### config.mk
export PLATFORM = sky130hd
export DESIGN_NAME = fifo_write_arbiter
export DESIGN_NICKNAME = d
export VERILOG_FILES = /design/src/rtl/fifo_write_arbiter_pkg.sv /design/src/rtl/fifo_write_arbiter_rr_pick.sv /design/src/rtl/fifo_write_arbiter.sv
export SDC_FILE = /design/constraint.sdc
export NUM_CORES = 1
export LEC_CHECK = 0
export BUFFER_PORTS_ARGS = -buffer_cell sky130_fd_sc_hd__buf_2
export CAP_MARGIN = 20
export CORE_MARGIN = 10
export CORE_UTILIZATION = 39
export DETAILED_ROUTE_END_ITERATION = 16
export GPL_TIMING_DRIVEN = 0
export PLACE_DENSITY = 0.91
export SLEW_MARGIN = 20
export SYNTH_ARGS = -nofsm -noshare
export SYNTH_HDL_FRONTEND = slang
export SYNTH_SLANG_ARGS = --single-unit
export TNS_END_PERCENT = 5
### constraint.sdc
create_clock -name write_clk -period 3.76 [get_ports write_clk]
set_input_delay 0.376 -clock write_clk [delete_from_list [all_inputs] [get_ports write_clk]]
set_output_delay 0.376 -clock write_clk [all_outputs]
set_load 0.02 [all_outputs]
### src/rtl/fifo_write_arbiter_pkg.sv
// Shared types and helpers for the round-robin FIFO write arbiter.
package fifo_arb_pkg;

    typedef enum logic {
        ARB_IDLE  = 1'b0,
        ARB_BURST = 1'b1
    } arb_state_t;

    // Circular increment over 0..n-1.
    function automatic int next_idx(input int idx, input int n);
        return (idx + 1 >= n) ? 0 : idx + 1;
    endfunction

endpackage

### src/rtl/fifo_write_arbiter_rr_pick.sv
// Rotate-priority encoder: first asserted request at or after start_ptr, wrapping.
module rr_pick
    import fifo_arb_pkg::*;
#(
    parameter int NREQ = 4,
    parameter int IDXW = $clog2(NREQ)
) (
    input  logic [NREQ-1:0] req,
    input  logic [IDXW-1:0] start_ptr,
    output logic            found,
    output logic [IDXW-1:0] idx
);

    logic [IDXW-1:0] cand;

    always_comb begin
        found = 1'b0;
        idx   = '0;
        cand  = start_ptr;
        for (int k = 0; k < NREQ; k++) begin
            if (!found && req[cand]) begin
                found = 1'b1;
                idx   = cand;
            end
            cand = IDXW'(next_idx(int'(cand), NREQ));
        end
    end

endmodule

### src/rtl/fifo_write_arbiter.sv
// Round-robin arbiter sharing one async_fifo write port between NREQ requesters,
// holding each grant for a burst of up to MAX_BURST words.
//
//  state     | meaning
//  ----------+-------------------------------------------------------------
//  ARB_IDLE  | no grant active; pick next requester from rr_ptr onwards
//  ARB_BURST | grant_id owns the write port until burst limit or valid drop
module fifo_write_arbiter
    import fifo_arb_pkg::*;
#(
    parameter int BITS      = 32,
    parameter int NREQ      = 4,
    parameter int MAX_BURST = 4,
    parameter int IDXW      = $clog2(NREQ)
) (
    input  logic                 write_clk,
    input  logic                 write_rst_n,
    input  logic [NREQ-1:0]      req_valid,
    input  logic [NREQ*BITS-1:0] req_data,
    output logic [NREQ-1:0]      req_ready,
    input  logic                 p_write_full,
    output logic                 p_write_en,
    output logic [BITS-1:0]      p_write_data,
    output logic [IDXW-1:0]      grant_id,
    output logic                 busy
);

    localparam int CNTW = (MAX_BURST > 1) ? $clog2(MAX_BURST) : 1;

    arb_state_t      state_q;
    arb_state_t      state_d;
    logic [IDXW-1:0] grant_id_q;
    logic [IDXW-1:0] rr_ptr_q;
    logic [CNTW-1:0] burst_cnt_q;

    logic            pick_found;
    logic [IDXW-1:0] pick_idx;
    logic            in_burst;
    logic            granted_valid;
    logic            accept;
    logic            burst_last;
    logic            release_burst;

    rr_pick #(
        .NREQ (NREQ),
        .IDXW (IDXW)
    ) u_rr_pick (
        .req       (req_valid),
        .start_ptr (rr_ptr_q),
        .found     (pick_found),
        .idx       (pick_idx)
    );

    assign in_burst      = (state_q == ARB_BURST);
    assign granted_valid = req_valid[grant_id_q];
    assign accept        = in_burst & granted_valid & ~p_write_full;
    assign burst_last    = (burst_cnt_q == CNTW'(MAX_BURST - 1));
    // A dropped valid releases even while full, so a stalled grant never pins the port.
    assign release_burst = in_burst & ((accept & burst_last) | ~granted_valid);

    always_ff @(posedge write_clk or negedge write_rst_n) begin
        if (!write_rst_n) begin
            state_q <= ARB_IDLE;
        end else begin
            state_q <= state_d;
        end
    end

    always_comb begin
        state_d = state_q;
        case (state_q)
            ARB_IDLE: begin
                if (pick_found) begin
                    state_d = ARB_BURST;
                end
            end
            ARB_BURST: begin
                if (release_burst) begin
                    state_d = ARB_IDLE;
                end
            end
            default: state_d = ARB_IDLE;
        endcase
    end

    // All outputs derive from registered state, so async reset clears them at once.
    always_comb begin
        req_ready    = '0;
        p_write_en   = 1'b0;
        p_write_data = '0;
        busy         = 1'b0;
        if (in_burst) begin
            busy                  = 1'b1;
            req_ready[grant_id_q] = ~p_write_full;
            p_write_en            = accept;
            p_write_data          = req_data[grant_id_q*BITS +: BITS];
        end
    end

    always_ff @(posedge write_clk or negedge write_rst_n) begin
        if (!write_rst_n) begin
            grant_id_q  <= '0;
            rr_ptr_q    <= '0;
            burst_cnt_q <= '0;
        end else begin
            case (state_q)
                ARB_IDLE: begin
                    if (pick_found) begin
                        grant_id_q  <= pick_idx;
                        burst_cnt_q <= '0;
                    end
                end
                ARB_BURST: begin
                    if (release_burst) begin
                        rr_ptr_q    <= IDXW'(next_idx(int'(grant_id_q), NREQ));
                        burst_cnt_q <= '0;
                    end else if (accept) begin
                        burst_cnt_q <= burst_cnt_q + 1'b1;
                    end
                end
                default: begin
                    burst_cnt_q <= '0;
                end
            endcase
        end
    end

    assign grant_id = grant_id_q;

endmodule
### Word level (Yosys, flattened, before mapping)

Cells that the tools add are included.

* output and inout bits: 40
* input bits: 135
* bits in registers: 7
* logic and storage cells: 77

* $lt $le $gt $ge: 10
* shift-type cells: 1
* add/sub/neg operators: 5
* equality and inequality tests: 3
* bitwise gates (word level): 9
* reduce and logical (&&, ||, !) cells: 10
* muxes and demuxes: 35

Operators by type and width (number)
* 128-bit by 8-bit indexed part select with 32-bit output: 1
* 32-bit 2-to-1 mux: 1
* 2-bit 2-to-1 mux: 11
* 2-bit by 3-bit < comparator with 1-bit output (second input constant): 5
* 1-bit 2-to-1 mux: 14
* 2-bit by 1-bit adder with 3-bit output (second input constant): 4
* 3-bit greater-or-equal comparator (second input constant): 4
* 1-bit binary-select mux with 2-bit select: 5
* 2-bit AND reduction: 3
* 1-bit AND: 4
* 4-bit AND: 1
* 1-bit logical AND: 4
* 4-bit 2-to-1 mux: 1
* 2-bit case mux with 2 select lines: 1
* 1-bit zero test: 3
* 3-bit by 1-bit != test with 1-bit output (second input constant): 1
* 1-bit inverter: 3
* 2-bit by 1-bit adder with 2-bit output (second input constant): 1
* 1-bit demux with 2-bit select: 1
* 2-bit == test (second input constant): 1
* 2-bit by 1-bit greater-or-equal comparator with 1-bit output (second input constant): 1
* 2-bit != test (second input constant): 1
* 1-bit case mux with 2 select lines: 1
* 1-bit OR: 1

### Logic depth before layout (Yosys ltp)

Gate-level depths: netlist of the first run.

* word-level depth: 15
* depth in mapped cells: 7
* depth with buffers taken out: 6

### By module

Synthesis of the first run repeated with hierarchy kept, for this count alone.

* cells, all modules: 196
* area, all modules: 2009.4 µm²

Modules (own cells, without submodules)
* fifo_write_arbiter: sequential area each 175.2 µm², instances 1, cells each 129, area an instance 1545.2 µm²
* rr_pick: sequential area each 0.0 µm², instances 1, cells each 67, area an instance 464.2 µm²

### Worst setup path before layout of the first run

No wires, ideal clock.

* path type: flip-flop to output port
* from: reg grant_id_q[0] (netlist: grant_id[0])
* to: out p_write_data[10]
* path slack: 1.592 ns
* data arrival time: 1.792 ns
* data required time: 3.384 ns
* buffers on the path: 2
* stages on the path, launching flop included: 5
* cells stage by stage: dfrtp_1 buf_2 buf_2 mux4_2 and2_1

* word-level cells in the longest chain between the ends: 2

RTL lines
* from (decl): RTL line fifo_write_arbiter.sv:32 `logic [IDXW-1:0] grant_id_q;`
* from (signal assigned): RTL line fifo_write_arbiter.sv:109 `grant_id_q <= pick_idx;`
* 128-bit by 8-bit indexed part select with 32-bit output: RTL line fifo_write_arbiter.sv:96 `p_write_data = req_data[grant_id_q*BITS +: BITS];`
* 32-bit 2-to-1 mux: RTL line fifo_write_arbiter.sv:92 `if (in_burst) begin`
* to (decl): RTL line fifo_write_arbiter.sv:23 `output logic [BITS-1:0] p_write_data,`

Every way passes these cells.

### Worst setup path in the final report of the first run

* from: reg grant_id_q[1] (netlist: grant_id[1])
* to: out p_write_data[28]

The elaborated chain is that of the path after synthesis.

==> summary.txt, run 1 <==
Pwr
  – P_leak: 0.001351 uW
  – Tot Pwr: 2123 uW
  – Peak VDD IR: 0.5341 mV
  – Power Density: 787.9 nW/um2

STA
  – Setup TNS: 0 ps
  – Max-slew headroom: 62.35%
  – Final setup violation count: 0
  – Tcrit/Tclk final: 67.66%
  – Slew Limit Fails: 0
  – Final Hold Viols: 0
  – Slew @ Worst Pin: 564.8 ps
  – RSZ-0062 raised after global routing: false
  – Fin crit period: 2544 ps
  – Final Skew: 5.376 ps
  – Achievable Freq: 393.1 MHz

Clock tree
  – Total CTS buffers: 3
  – Post_cts resized: 0
  – Clk Latency, worst-skew pair: 230 ps
  – Post-CTS setup buffers: 0
  – Bufs on Longest Clock Path: 2
  – TritonCTS clock tree: built
  – H-tree Lvls: 1
  – Clk root buf: clkbuf_8
  – CTS Sinks: 7
  – Clk slew on worst S/H paths: 40 ps

Synth
  – Sequential-to-total area share from yosys stat: 10.27%
  – Syn Nets: 292
  – Synth unique cells: 34
  – Syn Area/Cell: 11.29 um2
  – Synth warn: 0
  – Largest cells by area after synthesis: mux4_2, and2_1, dfrtp_1, ha_1, o21ai_0
  – Area leader, netlist: mux4_2
  – Cell with the most instances after synthesis: and2_1
  – Post-synth EDFFs: 0
  – #FFs+latches synth: 7
  – Asr flop ratio synth: 100.0%
  – Post-synth top cells: and2_1, mux4_2, clkbuf_1
  – Cell area after synthesis: 1705 um2
  – Share of the synthesized area in the top cell type: 47.54%
  – Mapped Cells: 151
  – Most used flip-flop cell after synthesis: dfrtp_1

Global route
  – First-pass GRT wire length: 12250 um
  – Grt total ovfl: 0
  – Total GRT Usage: 20.55%
  – Initial antenna violation count: 0
  – Vias in the first global route: 2253
  – Largest net degree at the start of global routing: 11

Layout
  – Share of the core filled with cells: 65.46%
  – Ant. Diodes: 0
  – Fin nets: 472
  – Fraction of layout cells with a size suffix above 1: 68.48%
  – Area delta synth->final: 57.96%

Hold path
  – Hold_sp: burst_cnt_q[0]$_DFFE_PN0P_
  – Hold Crit Class: reg -> reg

Critical path
  – CP max stage cell: clkbuf_1
  – CP startpoint: grant_id[1]$_DFFE_PN0P_
  – Worst path cell trace: clkbuf_1 > clkbuf_1 > mux4_2 > and2_1 > buf_2
  – Critical path's largest stage delay: 490 ps
  – Worst path arrival time: 2170 ps
  – Crit-path max FO: 10
  – Cell repeated most along the worst path: clkbuf_1
  – CP delay by family, top: buffers and inverters
  – Worst path bufs/invs: 3
  – WS Path Type: reg -> out
  – Critical Path Start Type: flip-flop
  – Element type at the critical path end: output port
  – Worst path required time: 3380 ps
  – R2R Path Start: rr_ptr_q[1]$_DFFE_PN0P_

Die
  – # IOs: 175
  – Die Y: 86.13 um
  – Row count: 23
  – Die ar.: 7418 um2
  – Die span in x: 86.13 um
  – Initial Util: 41.44%
  – Core area: 4115 um2

Route
  – Vias: 2098
  – DRC: 0
  – Iter 0 DRT Violations: 92
  – Avg WL per Cell: 21.46 um
  – DRT antenna net count: 0
  – TritonRoute pass-1 iters: 4
  – Drt via density: 5.521
  – WL final: 8156 um

Placement
  – Port Buffers: 174
  – DP Wirelength: 7217 um
  – Routability congestion estimate: 0.9291

Status
  – Status: completed

Flow run
  – Number of max-cap violations: 0
worst paths after layout:
path	endpoint	slack (ps)	depth (start not counted)
hold / removal	burst_cnt_q[0]$_DFFE_PN0P_	500	1
setup / recovery	p_write_data[28]	1220	5
hold reg to reg	burst_cnt_q[0]$_DFFE_PN0P_	500	1
setup reg to reg	burst_cnt_q[0]$_DFFE_PN0P_	1630	6
min in group asynchronous	rr_ptr_q[0]$_DFFE_PN0P_	520	2
max in group asynchronous	grant_id[0]$_DFFE_PN0P_	3080	2
state kept, by name, indices dropped and copies added (netlist names):
| name | cells |
|---|---|
| burst_cnt_q | 2 |
| grant_id | 2 |
| in_burst | 1 |
| rr_ptr_q | 2 |
power by group:
group / switching (uW) / internal, uW
Sequential: 32.0 / 113
Combinational: 1010 / 860
Clock: 35.8 / 73.6
Total: 1080 / 1050
kinds of logic after synthesis:
logic type	share of synthesized area [%]
AND/OR/NAND/NOR	19.96
AO/OA/AOI/OAI	9.539
flip-flops	10.27
multiplexers	50.33
buffers and inverters	4.989
XOR/XNOR	0.5137
adder cells (fa/ha/maj)	4.402
per-layer routing:
metal / track usage, % / routed length [um] / vias to the layer above / share of wire (%)
met1: 21.21 / 2791 / 1022 / 34
met4: 6.287 / 180 / 0 / 2.2
met3: 4.541 / 658 / 18 / 8.1
met5: 0 / 0 / - / 0
met2: 39.62 / 4526 / 107 / 55
li1: - / - / 951 / -
cell usage in the layout (no fill, tap or decap), types with 2 or more instances in the layout:
master	netlist	final
nand2_1	5	5
and2_1	38	38
clkbuf_1	8	9
buf_2	5	179
ha_1	6	6
clkbuf_8	0	3
dfrtp_1	7	7
a21oi_2	2	2
nor2_1	5	5
inv_1	5	5
nor2b_1	3	3
a21oi_1	3	3
mux2_2	2	2
o21ai_0	6	6
mux4_2	36	36
metrics by stage:
| stage | hold WS, ps | area (um2) | cells | setup WS, ps |
|---|---|---|---|---|
| after floorplan | 80.41 | 1705 | 151 | 1592 |
| after global placement | 211.7 | 2639 | 375 | 1450 |
| after detailed placement | 214.2 | 2639 | 375 | 1403 |
| after CTS | 497.7 | 2694 | 380 | 1160 |
| after global routing | 511.2 | 2694 | 380 | 1064 |
| final | 495.8 | 2694 | 380 | 1216 |
timing repair:
item,CTS,global route
hold buffers,1,0
endpoints found under the hold margin,7,0
endpoints found under the setup margin,0,0
area by class of cell:
cell class	count	area, um2
multi-input combinational	125	1445
sequential	7	175.2
tap	50	62.56
fill	337	1421
inverter	5	18.77
timing repair buffer	175	880.8
clock buffer	4	45.04
buffer	14	66.31
(Power assumes the default switching activity.)
==> run 2, diff against run 1 <==
--- a/config.mk
+++ b/config.mk
@@ -8,10 +8,10 @@
 export BUFFER_PORTS_ARGS = -buffer_cell sky130_fd_sc_hd__buf_2
 export CAP_MARGIN = 20
 export CORE_MARGIN = 10
-export CORE_UTILIZATION = 39
+export CORE_UTILIZATION = 33
 export DETAILED_ROUTE_END_ITERATION = 16
 export GPL_TIMING_DRIVEN = 0
-export PLACE_DENSITY = 0.91
+export PLACE_DENSITY = 0.83
 export SLEW_MARGIN = 20
 export SYNTH_ARGS = -nofsm -noshare
 export SYNTH_HDL_FRONTEND = slang
==> constraint.sdc (replaced) <==
create_clock -name write_clk -period 2.2 [get_ports write_clk]
set_input_delay 0.22 -clock write_clk [delete_from_list [all_inputs] [get_ports write_clk]]
set_output_delay 0.22 -clock write_clk [all_outputs]
set_load 0.02 [all_outputs]
==> summary.txt, run 2 (same netlist as run 1, synthesis figures left out) <==
Status
  – Status: completed (unchanged)

Die
  – Row count: 26 (was 23)
  – Die span in x: 91.89 um (was 86.13 um)
  – Die ar.: 8443 um2 (was 7418 um2)
  – Core area: 5075 um2 (was 4115 um2)
  – # IOs: 175 (unchanged)
  – Initial Util: 33.60% (was 41.44%)
  – Die Y: 91.89 um (was 86.13 um)

Hold path
  – Hold Crit Class: in -> async (was reg -> reg)

Clock tree
  – Clk slew on worst S/H paths: 40 ps (about the same)
  – Total CTS buffers: 3 (unchanged)
  – CTS Sinks: 7 (unchanged)
  – Clk root buf: clkbuf_8 (unchanged)
  – H-tree Lvls: 1 (unchanged)
  – Bufs on Longest Clock Path: 2 (unchanged)
  – TritonCTS clock tree: built (unchanged)
  – Clk Latency, worst-skew pair: 220 ps (was 230 ps)

Route
  – WL final: 8153 um (was 8156 um)
  – DRC: 0 (unchanged)
  – Iter 0 DRT Violations: 52 (was 92)
  – TritonRoute pass-1 iters: 4 (unchanged)
  – Avg WL per Cell: 20.33 um (was 21.46 um)
  – Drt via density: 5.239 (was 5.521)
  – Vias: 2101 (was 2098)
  – DRT antenna net count: 0 (unchanged)

STA
  – Achievable Freq: 479.0 MHz
  – Max-slew headroom: 69.69% (was 62.35%)
  – Final setup violation count: 0 (unchanged)
  – Slew Limit Fails: 0 (unchanged)
  – Tcrit/Tclk final: 94.90%
  – Fin crit period: 2088 ps
  – Min Hold Slack: 362.4 ps (was 495.8 ps)
  – Fin worst setup slack: 112.1 ps (was 1216 ps)
  – Slew @ Worst Pin: 454.7 ps (was 564.8 ps)
  – RSZ-0062 raised after global routing: false (unchanged)
  – Final Skew: 1.575 ps (was 5.376 ps)
  – Final Hold Viols: 0 (unchanged)

Layout
  – Fin nets: 473 (was 472)
  – Ant. Diodes: 0 (unchanged)
  – Fraction of layout cells with a size suffix above 1: 69.79% (was 68.48%)
  – Area delta synth->final: 61.63% (was 57.96%)
  – Most frequent cells in the layout: buf_2, and2_1, mux4_2, dfrtp_1 (was buf_2, and2_1, mux4_2, clkbuf_1, dfrtp_1)
  – Commonest non-fill, non-tap cell in the layout: buf_2 (unchanged)

Flow run
  – Number of max-cap violations: 0 (unchanged)

Global route
  – Total GRT Usage: 17.54% (was 20.55%)
  – Vias in the first global route: 2320 (was 2253)
  – First-pass GRT wire length: 12120 um (was 12250 um)
  – Initial antenna violation count: 0 (unchanged)
  – Largest net degree at the start of global routing: 11 (unchanged)
  – Grt total ovfl: 0 (unchanged)

Critical path
  – CP max stage cell: dfrtp_1 (was clkbuf_1)
  – Worst path cell trace: clkbuf_2 > clkbuf_2 > mux4_2 > and2_1 > buf_2 (was clkbuf_1 > clkbuf_1 > mux4_2 > and2_1 > buf_2)
  – Crit-path max FO: 10 (unchanged)
  – Worst path required time: 1980 ps (was 3380 ps)
  – Worst path bufs/invs: 3 (unchanged)
  – Worst path arrival time: 1870 ps (was 2170 ps)
  – Critical path's largest stage delay: 390 ps (was 490 ps)
  – CP delay by family, top: buffers and inverters (unchanged)
  – Cell repeated most along the worst path: clkbuf_2 (was clkbuf_1)
  – WS Path Type: reg -> out (unchanged)
  – Critical Path Start Type: flip-flop (unchanged)
  – Element type at the critical path end: output port (unchanged)

Pwr
  – Tot Pwr: 3713 uW (was 2123 uW)
  – Peak VDD IR: 0.9774 mV (was 0.5341 mV)
  – Power Density: 1347 nW/um2 (was 787.9 nW/um2)
  – P_leak: 0.001374 uW (was 0.001351 uW)

Placement
  – Port Buffers: 174 (unchanged)
  – Routability congestion estimate: 0.8847 (was 0.9291)
  – DP Worst Slack: -46.36 ps (was 1403 ps)
  – DP Wirelength: 7232 um (was 7217 um)
[run 2: cell count changes in the layout (fill, tap and decap cells not counted), sizes merged]
| cell | previous run | this run |
|---|---|---|
| buf | 180 | 181 |
[run 2: repair_timing]
action	4_1_cts	5_1_grt
endpoints found under the setup margin	31	32
hold buffers	1	0
gates resized for setup	8	4
pin swaps	0	1
hold endpoints to repair	7	0
buffers inserted	0	1
[run 2: final timing paths]
kind / startpoint / end / slack [ps] / depth (start not counted)
worst max-delay path: grant_id[1]$_DFFE_PN0P_ / p_write_data[2] / 110 / 5
worst min-delay path: write_rst_n / burst_cnt_q[0]$_DFFE_PN0P_ / 360 / 2
worst max register to register: rr_ptr_q[1]$_DFFE_PN0P_ / grant_id[0]$_DFFE_PN0P_ / 160 / 7
worst min register to register: burst_cnt_q[0]$_DFFE_PN0P_ / burst_cnt_q[0]$_DFFE_PN0P_ / 500 / 1
max in group asynchronous: write_rst_n / grant_id[1]$_DFFE_PN0P_ / 1680 / 2
min in group write_clk: p_write_full / burst_cnt_q[0]$_DFFE_PN0P_ / 410 / 4
[run 2: area by class of cell]
cell class | count | area, um2
inverters | 5 | 18.77
plain buffers | 14 | 96.34
clock buffers | 4 | 45.04
fillers | 482 | 2318
well taps | 70 | 87.58
flip-flops and latches | 7 | 175.2
multi-input cells | 125 | 1445
repair buffers | 176 | 888.4
[run 2: worst register-to-register path, cell delays in order, from the launching register on]
cell	delay, ps
dfrtp_1	420
ha_1	320
buf_2	200
or4_1	520
o21ai_0	90
a221oi_1	110
a21oi_1	150
o32ai_1	100
[run 2: layer usage]
metal | GRT usage (%) | vias up | wire length, um | share of wire [%]
li1 | - | 955 | - | -
met1 | 17.41 | 1039 | 2787 | 34
met2 | 35.53 | 97 | 4640 | 57
met3 | 4.238 | 10 | 590 | 7.2
met4 | 3.342 | 0 | 134 | 1.6
met5 | 0 | - | 0 | 0
[run 2: power by group]
group / leakage, uW / switching [uW] / total, uW / internal (uW)
clock network: 0.0000228 / 50.9 / 176 / 125
logic: 0.00127 / 1750 / 3280 / 1540
registers: 0.0000861 / 60.0 / 253 / 193
total: 0.00137 / 1860 / 3710 / 1850
[run 2: per-stage QoR]
step / TNS, ps / instances / cell area (um2) / util [%]
finish: 0 / 401 / 2756 / 54.31
global route: 0 / 401 / 2756 / 54.31
CTS: 0 / 400 / 2734 / 53.87
detailed placement: -379.3 / 395 / 2664 / 52.49
global placement: -5.596 / 395 / 2664 / 52.49
floorplan: 0 / 151 / 1705 / -
